[src/rtl/avalon_flash_read_responder.sv]
// Avalon-MM byte read responder over a preloadable 2^ADDR_W x 8 memory, with wait states.
// Define RANDOM_WAIT_EN to draw each read's wait count from an LFSR instead of WAIT_CYCLES.
module avalon_flash_read_responder #(
   parameter int ADDR_W      = 8,
   parameter int WAIT_CYCLES = 3,
   parameter int CNT_W       = 16
) (
   input  logic              clk,
   input  logic              rst_n,
   input  logic [ADDR_W-1:0] address,
   input  logic              read,
   output logic              waitrequest,
   output logic [7:0]        readdata,
   input  logic              ld_we,
   input  logic [ADDR_W-1:0] ld_addr,
   input  logic [7:0]        ld_data,
   output logic              busy,
   output logic [CNT_W-1:0]  read_count
);

   typedef enum logic [1:0] {IDLE, WAIT, LOAD, RESP} state_t;

   state_t            state, state_nxt;
   logic [7:0]        wcnt, wcnt_nxt;
   logic [7:0]        accept_cnt;
   logic [ADDR_W-1:0] addr_r;
   logic [7:0]        mem [0:(1<<ADDR_W)-1];

`ifdef RANDOM_WAIT_EN
   localparam logic [8:0] WAIT_MOD = 9'(WAIT_CYCLES + 1);

   logic [7:0] lfsr;
   logic [8:0] lfsr_mod;

   // Fibonacci taps 8,6,5,4; free-running so back-to-back reads see different draws
   always_ff @(posedge clk) begin
      if (!rst_n) lfsr <= 8'hA5;
      else        lfsr <= {lfsr[6:0], lfsr[7] ^ lfsr[5] ^ lfsr[4] ^ lfsr[3]};
   end

   assign lfsr_mod   = {1'b0, lfsr} % WAIT_MOD;
   assign accept_cnt = lfsr_mod[7:0];
`else
   assign accept_cnt = 8'(WAIT_CYCLES);
`endif

   always_comb begin
      state_nxt = state;
      wcnt_nxt  = wcnt;
      case (state)
         IDLE: begin
            if (read) begin
               wcnt_nxt  = accept_cnt;
               state_nxt = (accept_cnt == 8'd0) ? LOAD : WAIT;
            end
         end
         WAIT: begin
            if (!read) begin
               state_nxt = IDLE;
            end else begin
               wcnt_nxt = wcnt - 8'd1;
               if (wcnt <= 8'd1) state_nxt = LOAD;
            end
         end
         LOAD:    state_nxt = read ? RESP : IDLE;
         RESP:    state_nxt = IDLE;
         default: state_nxt = IDLE;
      endcase
   end

   always_ff @(posedge clk) begin
      if (!rst_n) begin
         state      <= IDLE;
         wcnt       <= 8'd0;
         addr_r     <= '0;
         readdata   <= 8'h00;
         read_count <= '0;
      end else begin
         state <= state_nxt;
         wcnt  <= wcnt_nxt;
         if (state == IDLE && read) addr_r <= address;
         // Nonblocking read of mem gives read-before-write against a same-edge preload
         if (state == LOAD && read) readdata <= mem[addr_r];
         if (state == RESP) read_count <= read_count + CNT_W'(1);
      end
   end

   // Preload port: contents deliberately survive reset
   always_ff @(posedge clk) begin
      if (ld_we) mem[ld_addr] <= ld_data;
   end

   assign waitrequest = (state != RESP);
   assign busy        = (state != IDLE);

endmodule

[config.mk]
export PLATFORM = sky130hd
export DESIGN_NAME = avalon_flash_read_responder
export DESIGN_NICKNAME = d
export VERILOG_FILES = /design/src/rtl/avalon_flash_read_responder.sv
export SDC_FILE = /design/constraint.sdc
export NUM_CORES = 2
export LEC_CHECK = 0
export BUFFER_PORTS_ARGS = -buffer_cell sky130_fd_sc_hd__buf_2
export CORE_UTILIZATION = 45
export CTS_BUF_LIST = sky130_fd_sc_hd__clkbuf_8
export DETAILED_ROUTE_END_ITERATION = 12
export HOLD_SLACK_MARGIN = 0.03
export RECOVER_POWER = 100
export SLEW_MARGIN = 10
export SYNTH_ARGS = -nofsm -noshare
export SYNTH_HDL_FRONTEND = slang
export SYNTH_SLANG_ARGS = --single-unit
[constraint.sdc]
create_clock -name clk -period 2.21 [get_ports clk]
set_clock_uncertainty 0.05 [all_clocks]
set_input_delay 0.221 -clock clk [delete_from_list [all_inputs] [get_ports clk]]
set_output_delay 0.221 -clock clk [all_outputs]
set_load 0.01 [all_outputs]
==> Word-level counts from Yosys, hierarchy flattened <==
Memories as Yosys holds them, arrays and structs flattened. A register that Yosys moved wholly into a read port is not among the register bits.
Cells that the tools add are included.
{ "word_totals": {"reg_bits": 34, "latch_bits": 0, "ramBits": 2048, "rom_bits": 0, "in_bits": 28, "out_inout_bits": 26, "elab_cells": 33, "mem_count": 1} }
{ "mem_list": {"columns": ["memory", "depth", "word_bits", "read_ports", "rd_clocked_by_memory_dff", "write_ports", "line", "rtl"], "rows": [
  ["mem", 256, 8, 1, 1, 1, "27", "logic [7:0] mem [0:(1<<ADDR_W)-1];"]
]} }
{ "op_classes": {"addsub": 2, "mul": 0, "n_div": 0, "magnitude_cmp": 1, "eq_ne": 7, "n_shift": 0, "mux": 10, "bitwise": 0, "reduce_logical": 8} }
{ "ops": {"columns": ["cell", "count"], "rows": [
  ["16-bit by 1-bit adder with 16-bit output, second input constant", 1],
  ["8-bit 2-to-1 mux", 2],
  ["8-bit one-hot mux with 2 select lines", 1],
  ["8-bit by 1-bit <= comparator with 1-bit output, second input constant", 1],
  ["2-bit 2-to-1 mux", 4],
  ["2-bit one-hot mux with 4 select lines", 1],
  ["8-bit by 1-bit subtractor with 8-bit output, second input constant", 1],
  ["2-bit inequality test, second input constant", 3],
  ["2-bit == test, second input constant", 2],
  ["2-bit nonzero test", 2],
  ["3-bit inequality test, second input constant", 1],
  ["3-bit AND reduction", 1],
  ["2-bit by 1-bit == test with 1-bit output, second input constant", 1],
  ["1-bit logical AND", 2],
  ["2-bit logical NOT", 1],
  ["1-bit 2-to-1 mux", 2],
  ["2-bit AND reduction", 1],
  ["1-bit logical NOT", 1]
]} }

==> Longest topological paths before layout <==
{ "logic_depth": {"ltp_word": 4, "mapped_depth": 13, "mapped_depth_nobuf": 7} }

==> Least setup slack after synthesis <==
OpenSTA, ideal clock, no wires.
{ "synth_timing": {"path_kind": "register -> register", "startpoint": "register addr_r[0]", "endpoint": "register readdata[7], read port of mem", "setup_time_ps": 125, "t_arrival_ps": 2278, "required_time_ps": 2035, "slack_ps": -243, "stages_incl_launch_ff": 11, "synth_period_minus_slack_ps": 2453, "cell_sequence": "dfxtp_1 > buf_6 > buf_6 > buf_6 > mux4_2 > mux2i_1 > nor2_1 > a2111oi_0 > a2111oi_1 > a32oi_1 > o41ai_1"} }
{ "synth_rtl": {"columns": ["element", "line", "rtl"], "rows": [
  ["start: declaration", "26", "logic [ADDR_W-1:0] addr_r;"],
  ["start signal: assignment", "81", "if (state == IDLE && read) addr_r <= address;"],
  ["end: declaration", "13", "output logic [7:0] readdata,"]
]} }

==> summary.md <==
| Metric | Value |
|---|---|
| Outcome | finished with violations |
| Failing checks | capacitance limit, slew limit, setup timing |
| DRT iter0 DRCs | 5919 |
| Number of antenna-violating nets in the routed design | 0 |
| Max-slew violation count | 538 |
| Hold WC Path Type | in2reg |
| I/O Buffers | 53 |
| Fin nets | 5194 |
| First drt pass iteration count | 7 |
| I/O pins | 54 |
| Unrepaired setup endpoints after global routing | true |
| Worst slew margin | -0.423 |
| Commonest non-fill, non-tap cell in the layout | edfxtp_1 |
| Syn Std Cell Area | 0.0817 mm2 |
| Total wire length | 241000 um |
| Setup violations, final | 621 |
| FP Rows | 155 |
| Commonest non-fill, non-tap cells in the layout | 2048 x edfxtp_1, 523 x buf_4, 408 x mux4_2 |
| Hold_ws | 0.113 ns |
| Grt ovf | 0 |
| Ys flop type | edfxtp_1 |
| Largest cells by area after synthesis | edfxtp_1 75%, mux4_2 11%, mux2i_1 3.0% |
| Pwr dens | 821 mW/mm2 |
| Placed inst area | 0.0910 mm2 |
| Synthesized net count | 4065 |
| Crit path DAT | 3.78 ns |
| H-tree levels | 5 |
| Max Clk Rate | 0.343 GHz |
| Worst slew pin tran | 2.13 ns |
| CP required | 3.07 ns |
| Core area | 0.179 mm2 |
| Die H | 428 um |
| Area Overhead vs Synth | 20.5% |
| PnR Total Power | 80.8 mW |
| Largest net degree at the start of global routing | 96 |
| Final min period | 2.92 ns |
| Routed WL per cell | 31.0 um |
| Starting density of the core | 0.455 |
| Critical Path Source Type | flip-flop |
| CTS sink count | 2090 |
| Clock Latency Late Sink | 1.07 ns |
| Root Driver | clkbuf_8 |
| Flops & latches, synth | 2090 |
| Die area | 0.183 mm2 |
| Sequential area share after synthesis | 0.763 |
| Synth top area share | 0.753 |
| Fin crit share | 1.32 |
| Routability cong. | 0.912 |
| Design area | 0.0984 mm2 |
| Async S/R FF share, synth | 0 |
| Total CTS buffers | 353 |
| Max-Cap Viols | 8 |
| Number of global-route vias before repair | 45915 |
| Clk buf depth | 4 |
| Leakage power | 32.0 nW |
| Vias | 45871 |
| First-pass GRT wire length | 338000 um |
| Fillcell total | 13935 |
| CP Max Fanout | 7 |
| TritonCTS clock tree | yes |
| Initial antenna violation count | 7 |
| Yosys warning count | 0 |
| Pre-CTS setup slack | -1.38 ns |
| Hold Vio Cnt, Final | 0 |
| Area leader, netlist | edfxtp_1 |
| Clk pin slew, worst setup/hold paths | 0.06 ns |
| CP Class | reg2reg |
| Vias per inst | 5.91 |
| Drc violations | 0 |
| Crit end category | flip-flop |
| Setup ws final | -0.709 ns |
| Post-Syn Instances | 4034 |
| Die width | 428 um |
| Number of synthesized flops with an enable pin | 2048 |
| Post-Syn Area per Cell | 20.2 um2 |
| Post-synth cell types | 68 |
| Max VDD drop | 0.000453 V |
| Fraction of layout cells with a size suffix above 1 | 0.344 |
| GRT Resource Usage Total | 0.261 |
| DP HPWL | 156000 um |
==> worst max-delay path, stage by stage (launching register included) <==
cell and delay (ns):
dfxtp_4 0.38, buf_12 0.15, buf_12 0.13, buf_12 0.14, buf_6 0.11, mux4_2 0.56
a2111oi_4 0.40, buf_6 0.19, a311oi_4 0.05, a32oi_2 0.38, buf_4 0.19, o41ai_1 0.06
==> Yosys cell counts (all sizes together), types with 17 or more instances <==
cell and instances:
a211oi 27, a21oi 55, a22oi 48, and2 17, buf 129, clkbuf 114
dfxtp 42, edfxtp 2048, mux2i 248, mux4 418, nand2 103, nand3 46
nand4 19, nor2 304, nor2b 22, nor3 35, nor4 17, o21ai 37
o221ai 50, o22ai 85
==> worst paths after layout <==
kind | slack [ns] | endpoint | cells after the start | from
max | -0.71 | readdata[7]$_SDFFE_PN0P_ | 11 | addr_r[0]$_SDFFE_PN0P_
min | 0.11 | addr_r[2]$_SDFFE_PN0P_ | 4 | address[2]
max reg2reg | -0.71 | readdata[7]$_SDFFE_PN0P_ | 11 | addr_r[0]$_SDFFE_PN0P_
min reg2reg | 0.45 | read_count[1]$_SDFFE_PN0N_ | 2 | read_count[1]$_SDFFE_PN0N_
==> power by group <==
group	switching, mW	internal [mW]
clock	15.2	15.7
sequential	0.0622	43.6
combinational	3.59	2.59
==> metrics by stage <==
step                instances   util  TNS (ns)
finish                   7756  0.549    -35.92
global route             7754  0.549    -77.89
global placement         7059  0.507     -8.64
detailed placement       7059  0.507     -8.61
floorplan                4034      -    -0.687
CTS                      7739  0.551     -4.89
==> area by class of cell <==
| class | count | area [um2] | area share |
|---|---|---|---|
| clock buffers | 361 | 4970 | 0.0505 |
| multi-input cells | 1693 | 18700 | 0.190 |
| clock inverters | 229 | 1090 | 0.0110 |
| diodes | 3 | 7.51 | 0.0000763 |
| repair buffers | 1017 | 8320 | 0.0845 |
| well taps | 2355 | 2950 | 0.0299 |
| inverters | 8 | 35.0 | 0.000356 |
| flip-flops and latches | 2090 | 62400 | 0.634 |
==> registers in the layout, summed over array words and instances (netlist names) <==
name	flops
readdata	8
mem	2048
addr_r	8
read_count	16
wcnt	8
state	2
==> layer usage <==
metal	vias to the layer above	track usage	share of wire
li1	19043	-	-
met3	424	0.0588	0.10
met4	6	0.0933	0.038
met2	2418	0.401	0.46
met5	-	0	0.00013
met1	23980	0.367	0.40
==> cell families (layout without fill, tap and decap cells) <==
logic type      Yosys count  count (layout)  synth area share
simple gates            606             606            0.0331
mux                     676             676             0.148
buf+inv                 251            1615            0.0201
compound gates          396             396            0.0339
flops                  2090            2090             0.763
xor+xnor                 12              12           0.00129
fa+ha+maj                 3               3          0.000460
other cells               0               3                 0
==> repair_timing <==
item / in CTS / in global routing
endpoints found under the hold margin: 2958 / 0
setup endpoints to repair: 13 / 9
hold buffers: 41 / 0
pin swaps: 25 / 37
setup buffers: 40 / 16
resized for setup: 136 / 108
cloned: 11 / 2
(Power assumes the default switching activity.)
